<file path="config.mk">
export PLATFORM = sky130hd
export DESIGN_NAME = keycode_repeater
export DESIGN_NICKNAME = d
export VERILOG_FILES = /design/src/rtl/keycode_repeater.sv
export SDC_FILE = /design/constraint.sdc
export NUM_CORES = 1
export LEC_CHECK = 0
export CAP_MARGIN = 20
export CORE_ASPECT_RATIO = 0.75
export CORE_UTILIZATION = 46
export DETAILED_ROUTE_END_ITERATION = 6
export PLACE_DENSITY = 0.68
export SKIP_LAST_GASP = 1
export SYNTH_ARGS = -nofsm -noshare
export SYNTH_HDL_FRONTEND = slang
export SYNTH_SLANG_ARGS = --single-unit
</file>
<file path="constraint.sdc">
create_clock -name frame_clk -period 6.4 [get_ports frame_clk]
set_clock_uncertainty 0.05 [all_clocks]
set_input_delay 0.96 -clock frame_clk [delete_from_list [all_inputs] [get_ports frame_clk]]
set_output_delay 0.96 -clock frame_clk [all_outputs]
set_load 0.01 [all_outputs]
</file>
<file path="src/rtl/keycode_repeater.sv">
// keycode_repeater
// Turns the raw USB keycode into single-frame typematic pulses for the motion
// block. The raw code is synchronised into frame_clk, reduced to the four
// movement keys (W/A/S/D), debounced, then fed to an IDLE/HOLD/REPEAT
// sequencer. It emits one immediate pulse, then a first repeat after
// HOLD_DELAY frames, then further repeats every REPEAT_PERIOD frames.
//
// Optional build macro: KEY_PRESS_COUNT_EN
//   When defined, the block adds a press_count output. This is a saturating
//   count of accepted presses. A new press from idle counts, and so does a
//   pre-empting key change. Repeat pulses are not counted.
module keycode_repeater #(
    parameter int unsigned DEBOUNCE_FRAMES = 2,
    parameter int unsigned HOLD_DELAY      = 15,
    parameter int unsigned REPEAT_PERIOD   = 4
) (
    input  logic       frame_clk,
    input  logic       Reset,
    input  logic [7:0] raw_keycode,
    output logic [7:0] keycode,
`ifdef KEY_PRESS_COUNT_EN
    output logic [7:0] press_count,
`endif
    output logic       key_held
);

    localparam logic [7:0] DEB_LAST    = 8'(DEBOUNCE_FRAMES - 1);
    localparam logic [7:0] HOLD_LAST   = 8'(HOLD_DELAY - 1);
    localparam logic [7:0] REPEAT_LAST = 8'(REPEAT_PERIOD - 1);

    typedef enum logic [1:0] {
        ST_IDLE   = 2'd0,
        ST_HOLD   = 2'd1,
        ST_REPEAT = 2'd2
    } state_t;

    logic [7:0] s1_q, s2_q;
    logic [7:0] cand_d;
    logic [7:0] last_cand_q, stab_cnt_q, deb_key_q;
    state_t     state_q;
    logic [7:0] cur_key_q, cnt_q, keycode_q;
    logic       key_held_q;
`ifdef KEY_PRESS_COUNT_EN
    logic [7:0] press_cnt_q;
`endif

    // Two-flop synchroniser: raw_keycode comes from another clock domain.
    always_ff @(posedge frame_clk) begin
        if (Reset) begin
            s1_q <= 8'h00;
            s2_q <= 8'h00;
        end else begin
            s1_q <= raw_keycode;
            s2_q <= s1_q;
        end
    end

    // Keep only the four movement keys; everything else reads as "no key".
    always_comb begin
        cand_d = 8'h00;
        case (s2_q)
            8'h1A, 8'h04, 8'h16, 8'h07: cand_d = s2_q;
            default:                    cand_d = 8'h00;
        endcase
    end

    // Debounce: accept a candidate once it has been stable for DEBOUNCE_FRAMES more edges.
    always_ff @(posedge frame_clk) begin
        if (Reset) begin
            last_cand_q <= 8'h00;
            stab_cnt_q  <= 8'h00;
            deb_key_q   <= 8'h00;
        end else if (cand_d != last_cand_q) begin
            last_cand_q <= cand_d;
            stab_cnt_q  <= 8'h00;
        end else if (stab_cnt_q == DEB_LAST) begin
            deb_key_q   <= last_cand_q;
        end else if (stab_cnt_q != 8'hFF) begin
            stab_cnt_q  <= stab_cnt_q + 8'd1;
        end
    end

    // Typematic sequencer. A new key always pre-empts; release wins over everything.
    always_ff @(posedge frame_clk) begin
        if (Reset) begin
            state_q    <= ST_IDLE;
            cur_key_q  <= 8'h00;
            cnt_q      <= 8'h00;
            keycode_q  <= 8'h00;
            key_held_q <= 1'b0;
`ifdef KEY_PRESS_COUNT_EN
            press_cnt_q <= 8'h00;
`endif
        end else begin
            keycode_q <= 8'h00;
            case (state_q)
                ST_IDLE: begin
                    if (deb_key_q != 8'h00) begin
                        keycode_q  <= deb_key_q;
                        cur_key_q  <= deb_key_q;
                        cnt_q      <= 8'h00;
                        state_q    <= ST_HOLD;
                        key_held_q <= 1'b1;
`ifdef KEY_PRESS_COUNT_EN
                        if (press_cnt_q != 8'hFF) press_cnt_q <= press_cnt_q + 8'd1;
`endif
                    end
                end
                ST_HOLD, ST_REPEAT: begin
                    if (deb_key_q == 8'h00) begin
                        state_q    <= ST_IDLE;
                        key_held_q <= 1'b0;
                    end else if (deb_key_q != cur_key_q) begin
                        keycode_q  <= deb_key_q;
                        cur_key_q  <= deb_key_q;
                        cnt_q      <= 8'h00;
                        state_q    <= ST_HOLD;
`ifdef KEY_PRESS_COUNT_EN
                        if (press_cnt_q != 8'hFF) press_cnt_q <= press_cnt_q + 8'd1;
`endif
                    end else if (state_q == ST_HOLD && cnt_q == HOLD_LAST) begin
                        keycode_q <= cur_key_q;
                        cnt_q     <= 8'h00;
                        state_q   <= ST_REPEAT;
                    end else if (state_q == ST_REPEAT && cnt_q == REPEAT_LAST) begin
                        keycode_q <= cur_key_q;
                        cnt_q     <= 8'h00;
                    end else begin
                        cnt_q <= cnt_q + 8'd1;
                    end
                end
                default: begin
                    state_q    <= ST_IDLE;
                    key_held_q <= 1'b0;
                end
            endcase
        end
    end

    assign keycode  = keycode_q;
    assign key_held = key_held_q;
`ifdef KEY_PRESS_COUNT_EN
    assign press_count = press_cnt_q;
`endif

endmodule

</file>
==> results.md, run 1 <==
- Yosys warns: 0
- R2R Setup Slk: 4.03 ns
- Peak fanout along the critical path: 9
- Reg area: 0.00134 sq mm
- First-pass GRT wire length: 8.39 mm
- DRC Markers: 0
- FILL cells: 535
- Worst setup EP type: flip-flop
- GRT Total Usage: 0.171
- Count of buffers from port buffering: 18
- TritonCTS Buffers: 9
- CP arrival: 2.54 ns
- DRT Pass-1 Iters: 4
- Most common cell after layout, fill and taps aside: dfxtp_1
- Vias in the first global route: 1887
- Total grt overflow: 0
- H-tree depth: 3
- Achievable Freq: 422 MHz
- Detail Placement HPWL: 3.29 mm
- WP data required: 6.57 ns
- Synthesized area per cell: 9.77 sq um
- Avg WL per Cell: 11.9 microns
- Setup violators final: 0
- Seq cells post-synth: 67
- Pin count of the biggest net entering global routing: 48
- CTS resizes: 0
- TritonCTS clock tree: yes
- Ant diodes: 0
- Most frequent cells in the layout: dfxtp_1, nor2_1, clkdlybuf4s50_1, nor2b_1, mux2i_1
- Status: completed
- Multi-input combinational cell area: 0.00142 sq mm
- Critical path launch point type: flip-flop
- Reg clk slew, reported paths: 0.06 ns
- Die H: 69.8 microns
- Initial DRC count: 130
- HP Class: reg -> reg
- Initial Util: 0.481
- Final wirelength: 4.71 mm
- Peak supply drop: 0.122 mV
- Clock latency on the worst-skew pair: 0.35 ns
- Top Ports: 19
- Critical Setup Path Class: reg -> reg
- Share of post-route cells with drive strength above 1: 0.0692
- Setup TNS: 0 ns
- Worst setup startpoint: state_q[1]$_SDFFE_PP0P_
- Fin. Hold Viols: 0
- ANT nets after route: 0
- Vias: 2015
- Synthesized area: 0.00282 sq mm
- Power Density: 249 mW/mm^2
- Critical Path Sink: cur_key_q[5]$_SDFFE_PP0P_
- Area grow syn2layout: 15.4%
- Tcrit/Tclk final: 0.370
- Worst-margin pin slew: 0.971 ns
- Initial antenna violation count: 0
- Seq/Total Area, Yosys: 0.476
- Lkg Pwr: 1.18 nW
- RSZ-0062 raised after global routing: false
- # nets final: 331
- Async S/R FF share, synth: 0
- Vias per cell: 5.09
- Post-synth cell types: 51
- Minimum clock period: 2.37 ns
- CTS hold repair buffers: 0
- Hold path startpoint: s1_q[4]$_SDFF_PP0_
- Gp weighted congestion: 0.815
- Post-CTS Setup Bufs: 0
- R2R depth: 8
- Full die area: 0.00644 sq mm
- Number of max-cap violations: 0
- Bufs on Longest Clock Path: 2
- CTS Root Buffer Type: clkbuf_8
- Cell count after synthesis: 288
- Worst r2r dst: cur_key_q[5]$_SDFFE_PP0P_
- Die span in x: 92.3 microns
- Pwr Total: 0.808 mW
- Worst r2r src: state_q[1]$_SDFFE_PP0P_
- Sink Count: 67
- Top_reg_cell synth: dfxtp_1
- Non-Filler Instances: 396
- Final Cell Area: 0.00325 sq mm
- DP Worst Slack: 3.92 ns
- Rows: 24
- Max-slew violation count: 0
- Placed cell area: 0.00308 sq mm
- EDFF count, synth: 0
- PnR worst setup slack: 4.03 ns
- Placed Cells incl. Taps: 380
- Max transition margin: 0.347
- CORE AREA: 0.00586 sq mm
[per-layer routing]
metal	global-route usage	wire length [microns]
met4	0.0990	92
met3	0.0658	188
met2	0.240	1940
met1	0.223	2490
met5	0	0
[kinds of logic after synthesis]
logic type / count (synthesis) / share of synthesized area
multiplexers: 14 / 0.0516
AO/OA/AOI/OAI: 34 / 0.0898
other: 1 / 0.00133
adder cells (fa/ha/maj): 8 / 0.0356
buffers and inverters: 14 / 0.0218
flip-flops: 67 / 0.476
AND/OR/NAND/NOR: 126 / 0.249
XOR/XNOR: 24 / 0.0747
[cells in the mapped netlist, types with 4 or more instances]
master	count	area [sq um]
xnor2_1	12	105
a22oi_1	6	45.0
nor4_1	7	43.8
and2_1	7	43.8
and3_1	5	31.3
ha_1	8	100
clkbuf_1	5	18.8
mux2i_1	13	130
o21ai_0	7	35.0
inv_1	6	22.5
dfxtp_1	67	1340
nand4_1	7	43.8
xor2_1	12	105
nand2_1	11	41.3
nor3b_1	4	30.0
nor2b_1	16	100
nor2_1	36	135
nand3_1	6	30.0
nand2b_1	11	68.8
[flip-flops by register name, indices dropped and copies added (netlist names), 2 cells and up]
register     cells
cnt_q            8
cur_key_q        8
deb_key_q        8
keycode          8
last_cand_q      8
s1_q             8
s2_q             8
stab_cnt_q       8
state_q          2
[layout make-up]
| cell class | instances | share of cell area |
|---|---|---|
| clock buffers | 14 | 0.0501 |
| flip-flops and latches | 67 | 0.413 |
| inverters | 6 | 0.00693 |
| multi-input cells | 209 | 0.437 |
| repair buffers | 20 | 0.0601 |
| well taps | 78 | 0.0300 |
| clock inverters | 2 | 0.00308 |
[worst max-delay path, cell delays in order, from the launching register on]
cell,delay [ns]
dfxtp_1,0.39
inv_1,0.08
ha_1,0.40
nor2_1,0.06
a21oi_1,0.54
a21boi_0,0.24
buf_4,0.22
mux2i_1,0.20
nor2_1,0.05
[per-stage QoR]
step / util / hold slack [ns]
floorplan: - / 0.364
global placement: 0.525 / 0.370
detailed placement: 0.525 / 0.370
CTS: 0.555 / 0.385
global route: 0.555 / 0.406
finish: 0.555 / 0.384
[power breakdown]
| group | switching (mW) | leakage [nW] | internal [mW] | total (mW) |
|---|---|---|---|---|
| Sequential | 0.00658 | 0.545 | 0.426 | 0.433 |
| Clock | 0.148 | 0.0905 | 0.161 | 0.308 |
| Combinational | 0.0388 | 0.548 | 0.0277 | 0.0665 |
| Total | 0.193 | 1.18 | 0.615 | 0.808 |
[worst min path at each step]
stage	to	slack, ns	cells past startpoint
after floorplan	s2_q[0]$_SDFF_PP0_	0.36	1
after detailed placement	s2_q[4]$_SDFF_PP0_	0.37	1
after global routing	s2_q[1]$_SDFF_PP0_	0.41	1
final	s2_q[4]$_SDFF_PP0_	0.38	1
after CTS	s2_q[4]$_SDFF_PP0_	0.39	1
after global placement	s2_q[5]$_SDFF_PP0_	0.37	1
(Power assumes the default switching activity.)
==> run 2: changes to the inputs <==
PLACE_DENSITY = 0.7   (was 0.68)
clock period = 1.91 ns   (was 6.4 ns; I/O delays follow)
==> run 2 against run 1 <==
The flow now finishes with violations (setup timing). Global-route usage rose by 0.41 points. Clock power rose to 3.8 times the previous value. Register-to-register slack got worse by 4.1 ns. Critical path type unchanged. Largest power group unchanged. Highest routed layer unchanged.
==> results.md, run 2 (synthesis gave the netlist of run 1 again) <==
- Full die area: 0.00644 sq mm (unchanged)
- Max-slew violation count: 0 (unchanged)
- Fin. Hold Viols: 0 (unchanged)
- DRC Markers: 0 (unchanged)
- Total grt overflow: 0 (unchanged)
- Area grow syn2layout: 31.5%
- Setup TNS: -0.604 ns (-0.604 ns)
- Peak fanout along the critical path: 8 (-1)
- Worst r2r src: s2_q[3]$_SDFF_PP0_
- Vias per cell: 5.11 (+0.39%)
- WP data required: 2.12 ns (-4.45 ns)
- DP Worst Slack: -0.209 ns (-4.13 ns)
- CORE AREA: 0.00586 sq mm (unchanged)
- Most common cell after layout, fill and taps aside: dfxtp_1
- Most frequent cells in the layout: dfxtp_1, nor2_1, buf_4, clkdlybuf4s50_1, nor2b_1
- Critical Setup Path Class: reg -> reg
- Reg clk slew, reported paths: 0.07 ns (about the same)
- R2R Setup Slk: -0.08 ns (-4.11 ns)
- Top Ports: 19 (unchanged)
- Minimum clock period: 1.99 ns (-0.380 ns)
- Setup violators final: 9 (+9)
- Final wirelength: 5.59 mm (+19%)
- TritonCTS clock tree: yes
- HP Class: reg -> reg
- Die H: 69.8 microns (unchanged)
- Vias in the first global route: 1888 (+0.053%)
- Slowest cell delay on critical path: 0.44 ns (-0.10 ns)
- Hold Path Depth: 1 (unchanged)
- Power Density: 795 mW/mm^2 (+220%)
- Gp weighted congestion: 0.831 (+1.9%)
- ANT nets after route: 0 (unchanged)
- Initial Util: 0.481 (unchanged)
- DRT Pass-1 Iters: 4 (unchanged)
- Initial antenna violation count: 0 (unchanged)
- Failing checks: setup timing
- Lkg Pwr: 1.38 nW (+17%)
- H-tree depth: 3 (unchanged)
- Achievable Freq: 503 MHz (+19%)
- Detail Placement HPWL: 3.60 mm (+9.5%)
- Status: complete, but fails checks
- Share of post-route cells with drive strength above 1: 0.233 (+0.164)
- TritonCTS Buffers: 9 (unchanged)
- Worst r2r dst: deb_key_q[5]$_SDFFE_PP0P_
- CTS hold repair buffers: 0 (unchanged)
- FILL cells: 482 (-9.9%)
- Placed Cells incl. Taps: 404 (+6.3%)
- Final Util: 0.632 (+0.0773)
- Worst setup startpoint: s2_q[3]$_SDFF_PP0_
- CTS Root Buffer Type: clkbuf_8
- Initial DRC count: 103 (-21%)
- Clock latency on the worst-skew pair: 0.34 ns (about the same)
- Critical-path cell list: or3b_4, or2_4, o311ai_4, mux2_4, and3_4, nor3b_2
- # nets final: 360 (+8.8%)
- Number of max-cap violations: 0 (unchanged)
- Multi-input combinational cell area: 0.00160 sq mm (+12%)
- Slowest cell on crit path: or3b_4
- Ant diodes: 0 (unchanged)
- Critical path launch point type: flip-flop
- Count of buffers from port buffering: 18 (unchanged)
- Avg WL per Cell: 13.2 microns (+11%)
- GRT Total Usage: 0.175 (+0.00408)
- First-pass GRT wire length: 8.69 mm (+3.5%)
- Tcrit/Tclk final: 1.04 (+0.671)
- Sink Count: 67 (unchanged)
- Hold path startpoint: s1_q[6]$_SDFF_PP0_
- Hold worst-path end: s2_q[6]$_SDFF_PP0_
- Rows: 24 (unchanged)
- Vias: 2171 (+7.7%)
- PnR worst setup slack: -0.0795 ns (-4.11 ns)
- CP arrival: 2.20 ns (-0.34 ns)
- Pin count of the biggest net entering global routing: 33 (-31%)
- Die span in x: 92.3 microns (unchanged)
- RSZ-0062 raised after global routing: true
- Peak supply drop: 0.528 mV (+330%)
- Bufs on Longest Clock Path: 2 (unchanged)
- Worst setup EP type: flip-flop
- Reg area: 0.00135 sq mm (+0.65%)
- R2R depth: 6 (-2)
- Hold WS: 0.388 ns (+0.00412 ns)
- Non-Filler Instances: 425 (+7.3%)
[run 2: how the worst max path moves through the flow]
stage / to / slack, ns / cells past startpoint
finish: deb_key_q[5]$_SDFFE_PP0P_ / -0.08 / 6
global route: deb_key_q[5]$_SDFFE_PP0P_ / -0.13 / 6
CTS: cnt_q[4]$_SDFFE_PP0P_ / -0.06 / 8
detailed placement: keycode[1]$_SDFF_PP0_ / -0.21 / 5
global placement: keycode[2]$_SDFF_PP0_ / -0.13 / 5
floorplan: deb_key_q[5]$_SDFFE_PP0P_ / -0.07 / 7
[run 2: critical path, delay by kind of cell, from the launching register on]
| family | cells | cell delay [ns] |
|---|---|---|
| flops | 1 | 0.32 |
| simple gates | 4 | 1.12 |
| compound gates | 1 | 0.07 |
| mux | 1 | 0.36 |
[run 2: through the flow]
| stage | total power [mW] | area, sq um |
|---|---|---|
| finish | 2.95 | 3700 |
| CTS | 2.94 | 3540 |
| floorplan | 1.64 | 2830 |
| global placement | 1.77 | 3290 |
| global route | 3.07 | 3700 |
| detailed placement | 1.78 | 3290 |
[run 2: routing by layer]
layer | global-route usage | wire (microns)
met5 | 0 | 0
met2 | 0.260 | 2550
met1 | 0.226 | 2740
met3 | 0.0592 | 195
met4 | 0.0885 | 112
[run 2: final cells by class]
cell class                      count  area share
Clock buffer                       11      0.0382
Inverter                            6     0.00608
Sequential cell                    67       0.365
Tap cell                           78      0.0264
Clock inverter                      5      0.0142
Multi-Input combinational cell    209       0.431
Timing Repair Buffer               49       0.119
[run 2: power breakdown]
part	switching, mW	total [mW]	internal [mW]	leakage [nW]
Clock	0.524	1.16	0.632	0.0991
Sequential	0.0199	1.45	1.43	0.547
Combinational	0.168	0.340	0.172	0.733
Total	0.712	2.95	2.23	1.38
[run 2: repair_timing]
action / in CTS / in global routing
pin swaps: 6 / 9
setup buffers: 2 / 3
setup endpoints to repair: 24 / 43
endpoints found under the hold margin: 0 / 0
resized for setup: 7 / 29
